<file path="config.mk">
export PLATFORM = sky130hd
export DESIGN_NAME = lfsr_digit_gen
export DESIGN_NICKNAME = d
export VERILOG_FILES = /design/src/rtl/lfsr_digit_gen.sv
export SDC_FILE = /design/constraint.sdc
export NUM_CORES = 1
export LEC_CHECK = 0
export ABC_AREA = 1
export CAP_MARGIN = 0
export CORE_MARGIN = 5
export CORE_UTILIZATION = 45
export CTS_CLUSTER_DIAMETER = 80
export DETAILED_ROUTE_END_ITERATION = 16
export PLACE_DENSITY = 0.73
export SYNTH_ARGS = -nofsm -noshare
export SYNTH_HDL_FRONTEND = slang
export SYNTH_SLANG_ARGS = --single-unit
</file>
<file path="constraint.sdc">
create_clock -name clk -period 1.35 [get_ports clk]
set_input_delay 0.135 -clock clk [delete_from_list [all_inputs] [get_ports clk]]
set_output_delay 0.135 -clock clk [all_outputs]
set_load 0.02 [all_outputs]
</file>
<file path="src/rtl/lfsr_digit_gen.sv">
// Seedable Fibonacci LFSR driving an NCH-slot digit generator with range
// limiting and optional all-distinct digits; results appear on a valid pulse.
module lfsr_digit_gen #(
    parameter int               WIDTH     = 16,
    parameter logic [WIDTH-1:0] TAPS      = 16'hB400,
    parameter logic [WIDTH-1:0] SEED      = 16'hACE1,
    parameter int               NCH       = 4,
    parameter int               DIGIT_MAX = 9,
    parameter bit               UNIQUE    = 1'b0
) (
    input  logic             clk,
    input  logic             rst,
    input  logic             seed_load,
    input  logic [WIDTH-1:0] seed,
    input  logic             req,
    output logic             busy,
    output logic             valid,
    output logic [4*NCH-1:0] digits
);

    localparam int               CH_W    = (NCH > 1) ? $clog2(NCH) : 1;
    localparam logic [CH_W-1:0]  LAST_CH = CH_W'(NCH - 1);
    localparam logic [3:0]       DMAX    = 4'(DIGIT_MAX);
    localparam logic [WIDTH-1:0] ONE     = WIDTH'(1);
    localparam logic [WIDTH-1:0] SEED_NZ = (SEED == '0) ? ONE : SEED;

    typedef enum logic {IDLE = 1'b0, GEN = 1'b1} fsm_t;

    // The all-zero state would lock the LFSR, so it is never stored.
    function automatic logic [WIDTH-1:0] nonzero(input logic [WIDTH-1:0] v);
        return (v == '0) ? ONE : v;
    endfunction

    function automatic logic [WIDTH-1:0] lfsr_next(input logic [WIDTH-1:0] v);
        return nonzero({v[WIDTH-2:0], ^(v & TAPS)});
    endfunction

    fsm_t             fsm_q;
    logic [WIDTH-1:0] lfsr_q;
    logic [CH_W-1:0]  ch_q;
    logic [3:0]       shadow_q [NCH];
    logic [3:0]       cand;
    logic             accept;
    logic [4*NCH-1:0] digits_nxt;

    assign cand = lfsr_q[3:0];

    always_comb begin
        accept = (cand <= DMAX);
        if (UNIQUE) begin
            for (int i = 0; i < NCH; i++) begin
                if ((CH_W'(i) < ch_q) && (shadow_q[i] == cand)) begin
                    accept = 1'b0;
                end
            end
        end
    end

    // The final slot is taken straight from the candidate so the whole
    // result lands in digits on the accepting edge.
    always_comb begin
        digits_nxt = '0;
        for (int i = 0; i < NCH; i++) begin
            digits_nxt[4*i +: 4] = (CH_W'(i) == LAST_CH) ? cand : shadow_q[i];
        end
    end

    always_ff @(posedge clk or posedge rst) begin
        if (rst) begin
            lfsr_q <= SEED_NZ;
            fsm_q  <= IDLE;
            ch_q   <= '0;
            busy   <= 1'b0;
            valid  <= 1'b0;
            digits <= '0;
            for (int i = 0; i < NCH; i++) begin
                shadow_q[i] <= '0;
            end
        end else begin
            lfsr_q <= seed_load ? nonzero(seed) : lfsr_next(lfsr_q);
            valid  <= 1'b0;
            case (fsm_q)
                IDLE: begin
                    if (req) begin
                        fsm_q <= GEN;
                        ch_q  <= '0;
                        busy  <= 1'b1;
                    end
                end
                GEN: begin
                    // A reload edge discards the candidate; drawing resumes from the new seed.
                    if (!seed_load && accept) begin
                        shadow_q[ch_q] <= cand;
                        if (ch_q == LAST_CH) begin
                            digits <= digits_nxt;
                            valid  <= 1'b1;
                            busy   <= 1'b0;
                            fsm_q  <= IDLE;
                            ch_q   <= '0;
                        end else begin
                            ch_q <= ch_q + CH_W'(1);
                        end
                    end
                end
            endcase
        end
    end

endmodule

</file>
Word level (Yosys, flattened, before mapping)
Index checks and enable logic that the tools add are counted.
- magnitude comparators: 3
- bitwise logic cells: 2
- $add $sub $neg: 1
- reduce and logical (&&, ||, !) cells: 10
- equal/unequal tests: 4
- multiplexer cells: 21
- operators by type and width (cell ; number):
    $mux W16 ; 3
    $logic_not A16 Y1 ; 2
    $bwmux W16 ; 1
    $reduce_xor A16 Y1 ; 1
    $mux W1 ; 9
    $demux W4 S2 ; 1
    $mux W2 ; 3
    $reduce_and A3 Y1 ; 2
    $le A4 B4 Y1 const B ; 1
    $mux W4 ; 1
    $ne A2 B1 Y1 const B ; 2
    $pmux W1 S2 ; 2
    $pmux W2 S2 ; 1
    $reduce_and A2 Y1 ; 2
    $ge A3 B3 Y1 const B ; 1
    $lt A3 B1 Y1 const B ; 1
    $not A2 Y3 ; 1
    $add A2 B1 Y2 const B ; 1
    $eq A2 B2 Y1 const B ; 1
    $logic_and A1 B1 Y1 ; 2
    $ne A2 B2 Y1 const B ; 1
    $logic_not A1 Y1 ; 1
    $not A1 Y1 ; 1
- register bits after elaboration: 53
- input bits: 20
- output and inout bits: 18

Longest topological paths before layout
- depth after elaboration: 6
- depth in mapped cells: 8
- gate-level depth less buffers: 8

Worst setup path after synthesis
OpenSTA, ideal clock, no wires.
- path type: register to register
- from: register lfsr_q[2]
- to: register digits[0]
- stages on the path, launching flop included: 8
- library setup time: 116 ps
- required time: 1234 ps
- setup slack: 198 ps
- buffers on the path: 1
- period minus slack after synthesis: 1152 ps
- data arrival time: 1036 ps
- path through: dfrtp_1 -> o21ai_1 -> nand3_2 -> inv_4 -> nand2_4 -> buf_2 -> nand2_1 -> nand2_1
- word-level cells in the longest chain between the ends: 3
- ends and longest elaborated chain (element ; line ; text):
    start: declaration ; 39 ; logic [WIDTH-1:0] lfsr_q;
    start signal: assignment ; 80 ; lfsr_q <= seed_load ? nonzero(seed) : lfsr_next(lfsr_q);
    $le A4 B4 Y1 ; 49 ; accept = (cand <= DMAX);
    $logic_and A1 B1 Y1 ; 92 ; if (!seed_load && accept) begin
    $reduce_and A3 Y1 (no source line) ; - ;
    end signal: assignment ; 95 ; digits <= digits_nxt;
    end: declaration ; 18 ; output logic [4*NCH-1:0] digits
No other way between the ends.
A chain may end at the register's enable or synchronous reset.

Worst setup path in the final report
- from: register lfsr_q[1]
- to: register shadow_q (netlist bit digits_nxt[7])
- word-level cells in the longest chain between the ends: 3
- ends and longest elaborated chain (element ; line ; text):
    $le A4 B4 Y1 ; 49 ;
    $logic_and A1 B1 Y1 ; 92 ;
    $reduce_and A2 Y1 (no source line) ; - ;
    end signal: indexed assignment ; 93 ; shadow_q[ch_q] <= cand;
    end: declaration ; 41 ; logic [3:0] shadow_q [NCH];
No other way between the ends.

==> reports/metrics.yaml <==
outcome: "finished, final reports clean"
drtAntennaViolNets: 0
yosysSeqAreaShare_pct: 59.4
syn-cell-area_um2: 2080
yosys_warnings: 0
netSwitchingPower_uw: 1630
postCtsSetupBuffers: 0
regToRegSetupSlack_ns: 0.06
cp-start-kind: "register"
root_buffer: "clkbuf_8"
swShare_pct: 34.4
cts_tree: "yes"
nets: 308
p_leak_uw: 0.00140
via_count: 1563
syn_nets: 262
grt_pass1_vias: 1414
crit_type: "reg -> reg"
rows: 24
rr_endpoint: "digits_nxt[7]"
hold_path.class: "in -> async"
min_period_ns: 1.29
detail_route.wl_per_cell_um: 11.4
core_region_area_um2: 4410
drv_slew: 0
cp-end-kind: "register"
p_int_uw: 3110
grt_max_degree: 50
yosys.area.top_type: "dfrtp_1"
max-slew-margin-rel_pct: 83.1
fmax_ghz: 0.777
fp.dieH_um: 78.0
drc: 0
p_per_area_nw_per_um2: 1790
clk_latency_ns: 0.30
synthFlopType: "dfrtp_1"
dp_slack_ns: -0.0176
grt-ovfl-total: 0
r2r-start: "lfsr_q[1]"
clockPowerShare_pct: 22.0
path_clk_slew_ns: 0.09
worst_ep_required_time_ns: 1.54
synth_area_leaders: "dfrtp_1 (49%), nand2_1 (19%), dfstp_2 (10%)"
die_w_um: 78.0
crit_fanout: 8
setup_viol: 0
firstDrtPassIters: 4
antenna_found_initial: 0
rr_worst_depth: 6
fillerInstances: 384
setup_ws_ns: 0.0635
syn_inst: 238
skew_ns: 0.00466
io_pins: 38
die_area_um2: 6080
grt_pass1_wl_um: 6530
final_cells: 337
avgViaCountPerCell: 4.64
cts_max_level: 2
clockBufferDepth: 2
cts_sinks: 49
hpwl_um: 2830
portBuffers: 37
hold_viol: 0
finalSetupTns_ns: 0
ys_top_cells_by_count: "nand2_1 (108), dfrtp_1 (41), nor2_1 (22)"
ys_ff_latch: 49
async_flop_share_pct: 100
cts-hold-fix-buffers: 0
place_congestion: 0.769
syn_to_final_growth_pct: 27.4
synth.most_common_cell: "nand2_1"
cts_made_buffers: 5
power_frac_comb_pct: 31.4
start_util_pct: 47.1
fin_hold_ws_ns: 0.182
grt.total_usage_pct: 13.5
drt_iter0_drc: 103
dp.cells: 329
drive_above_1_share_pct: 13.0
ir_worst_vdd_mv: 0.922
ys_types: 21
p_seq_share_pct: 46.5
synth_top_area_share_pct: 49.3
cap_violations: 0
diodes: 0
worst_slew_pin_slew_ns: 0.252
arrival_ns: 1.47
synth-edff-count: 0
wl_um: 3860
post-route-period-util_pct: 95.3
synth_area_per_cell_um2: 8.74
==> cell usage in the layout (no fill, tap or decap) <==
master / netlist / routed
ha_1: 4 / 4
clkinv_2: 1 / 1
bufinv_16: 0 / 1
o21ai_1: 1 / 4
nand2_2: 0 / 2
a21oi_1: 1 / 1
clkdlybuf4s50_1: 0 / 19
nand2_1: 108 / 106
dfstp_2: 8 / 8
inv_4: 1 / 1
dfrtp_1: 41 / 41
clkbuf_8: 0 / 5
nand2_4: 1 / 1
inv_1: 15 / 14
clkinv_4: 0 / 1
xor2_1: 1 / 1
buf_12: 0 / 1
nor2_1: 22 / 22
nand3_2: 1 / 1
buf_6: 1 / 1
buf_4: 0 / 6
o21ai_0: 21 / 17
inv_2: 0 / 1
or2_2: 1 / 1
clkinvlp_4: 0 / 1
o21ai_2: 4 / 5
dlygate4sd2_1: 0 / 18
xnor2_1: 1 / 1
==> stage by stage <==
stage / util [%] / total power [uW] / instance area [um2]
after floorplan: - / 3160 / 2080
after global placement: 57.7 / 3840 / 2540
after detailed placement: 57.7 / 3890 / 2540
after CTS: 59.8 / 4780 / 2640
after global routing: 60.0 / 5100 / 2650
final: 60.0 / 4740 / 2650
==> critical path: stages, from the launching register on <==
cell     delay, ns
dfrtp_1       0.41
o21ai_2       0.17
nand3_2       0.12
inv_4         0.11
nand2_1       0.18
nand2_1       0.11
o21ai_1       0.07
==> flip-flops by register name, indices dropped and copies added (netlist names) <==
register	cells
digits	16
lfsr_q	16
digits_nxt	12
ch_q	2
busy	1
fsm_q	1
valid	1
==> area by class of cell <==
cell class / count / area, um2 / area share (%)
well taps: 52 / 65.1 / 2.46
clock inverters: 3 / 46.3 / 1.75
clock buffers: 5 / 68.8 / 2.60
inverters: 17 / 67.6 / 2.55
repair buffers: 45 / 424 / 16.0
multi-input cells: 166 / 742 / 28.0
flip-flops and latches: 49 / 1240 / 46.6
==> worst max-delay path by stage <==
stage          startpoint       endpoint  slack (ns)  cells after the start
3_5_place_dp    seed_load      digits[0]       -0.02                      8
6_report        lfsr_q[1]  digits_nxt[7]        0.06                      6
4_1_cts         lfsr_q[2]  digits_nxt[1]       0.001                      5
3_3_place_gp    seed_load      lfsr_q[0]      -0.009                      6
2_1_floorplan         rst           busy        0.06                      1
5_1_grt         lfsr_q[1]  digits_nxt[7]       -0.02                      6
==> power by group through the flow <==
stage | Sequential, uW | Clock [uW] | Combinational (uW)
2_1_floorplan | 2480 | 0 | 680
3_3_place_gp | 2230 | 0 | 1610
3_5_place_dp | 2250 | 0 | 1640
4_1_cts | 2210 | 1080 | 1490
5_1_grt | 2280 | 1150 | 1670
6_report | 2210 | 1040 | 1490
==> layer usage <==
metal / global-route usage [%] / part of all wire, %
met2: 19.6 / 45
met1: 18.8 / 47
met3: 4.05 / 6.0
met4: 5.57 / 1.8
met5: 0 / 0
==> logic make-up after synthesis <==
kind of cell	count (synthesis)	synth area share [%]
xor+xnor	2	0.843
compound gates	27	7.22
fa+ha+maj	4	2.41
flops	49	59.4
buf+inv	23	5.29
simple gates	133	24.8
==> repair_timing <==
action | in CTS | in global routing
pin swaps | 0 | 2
gates resized for setup | 18 | 8
endpoints found under the setup margin | 18 | 28
(Power assumes the default switching activity.)
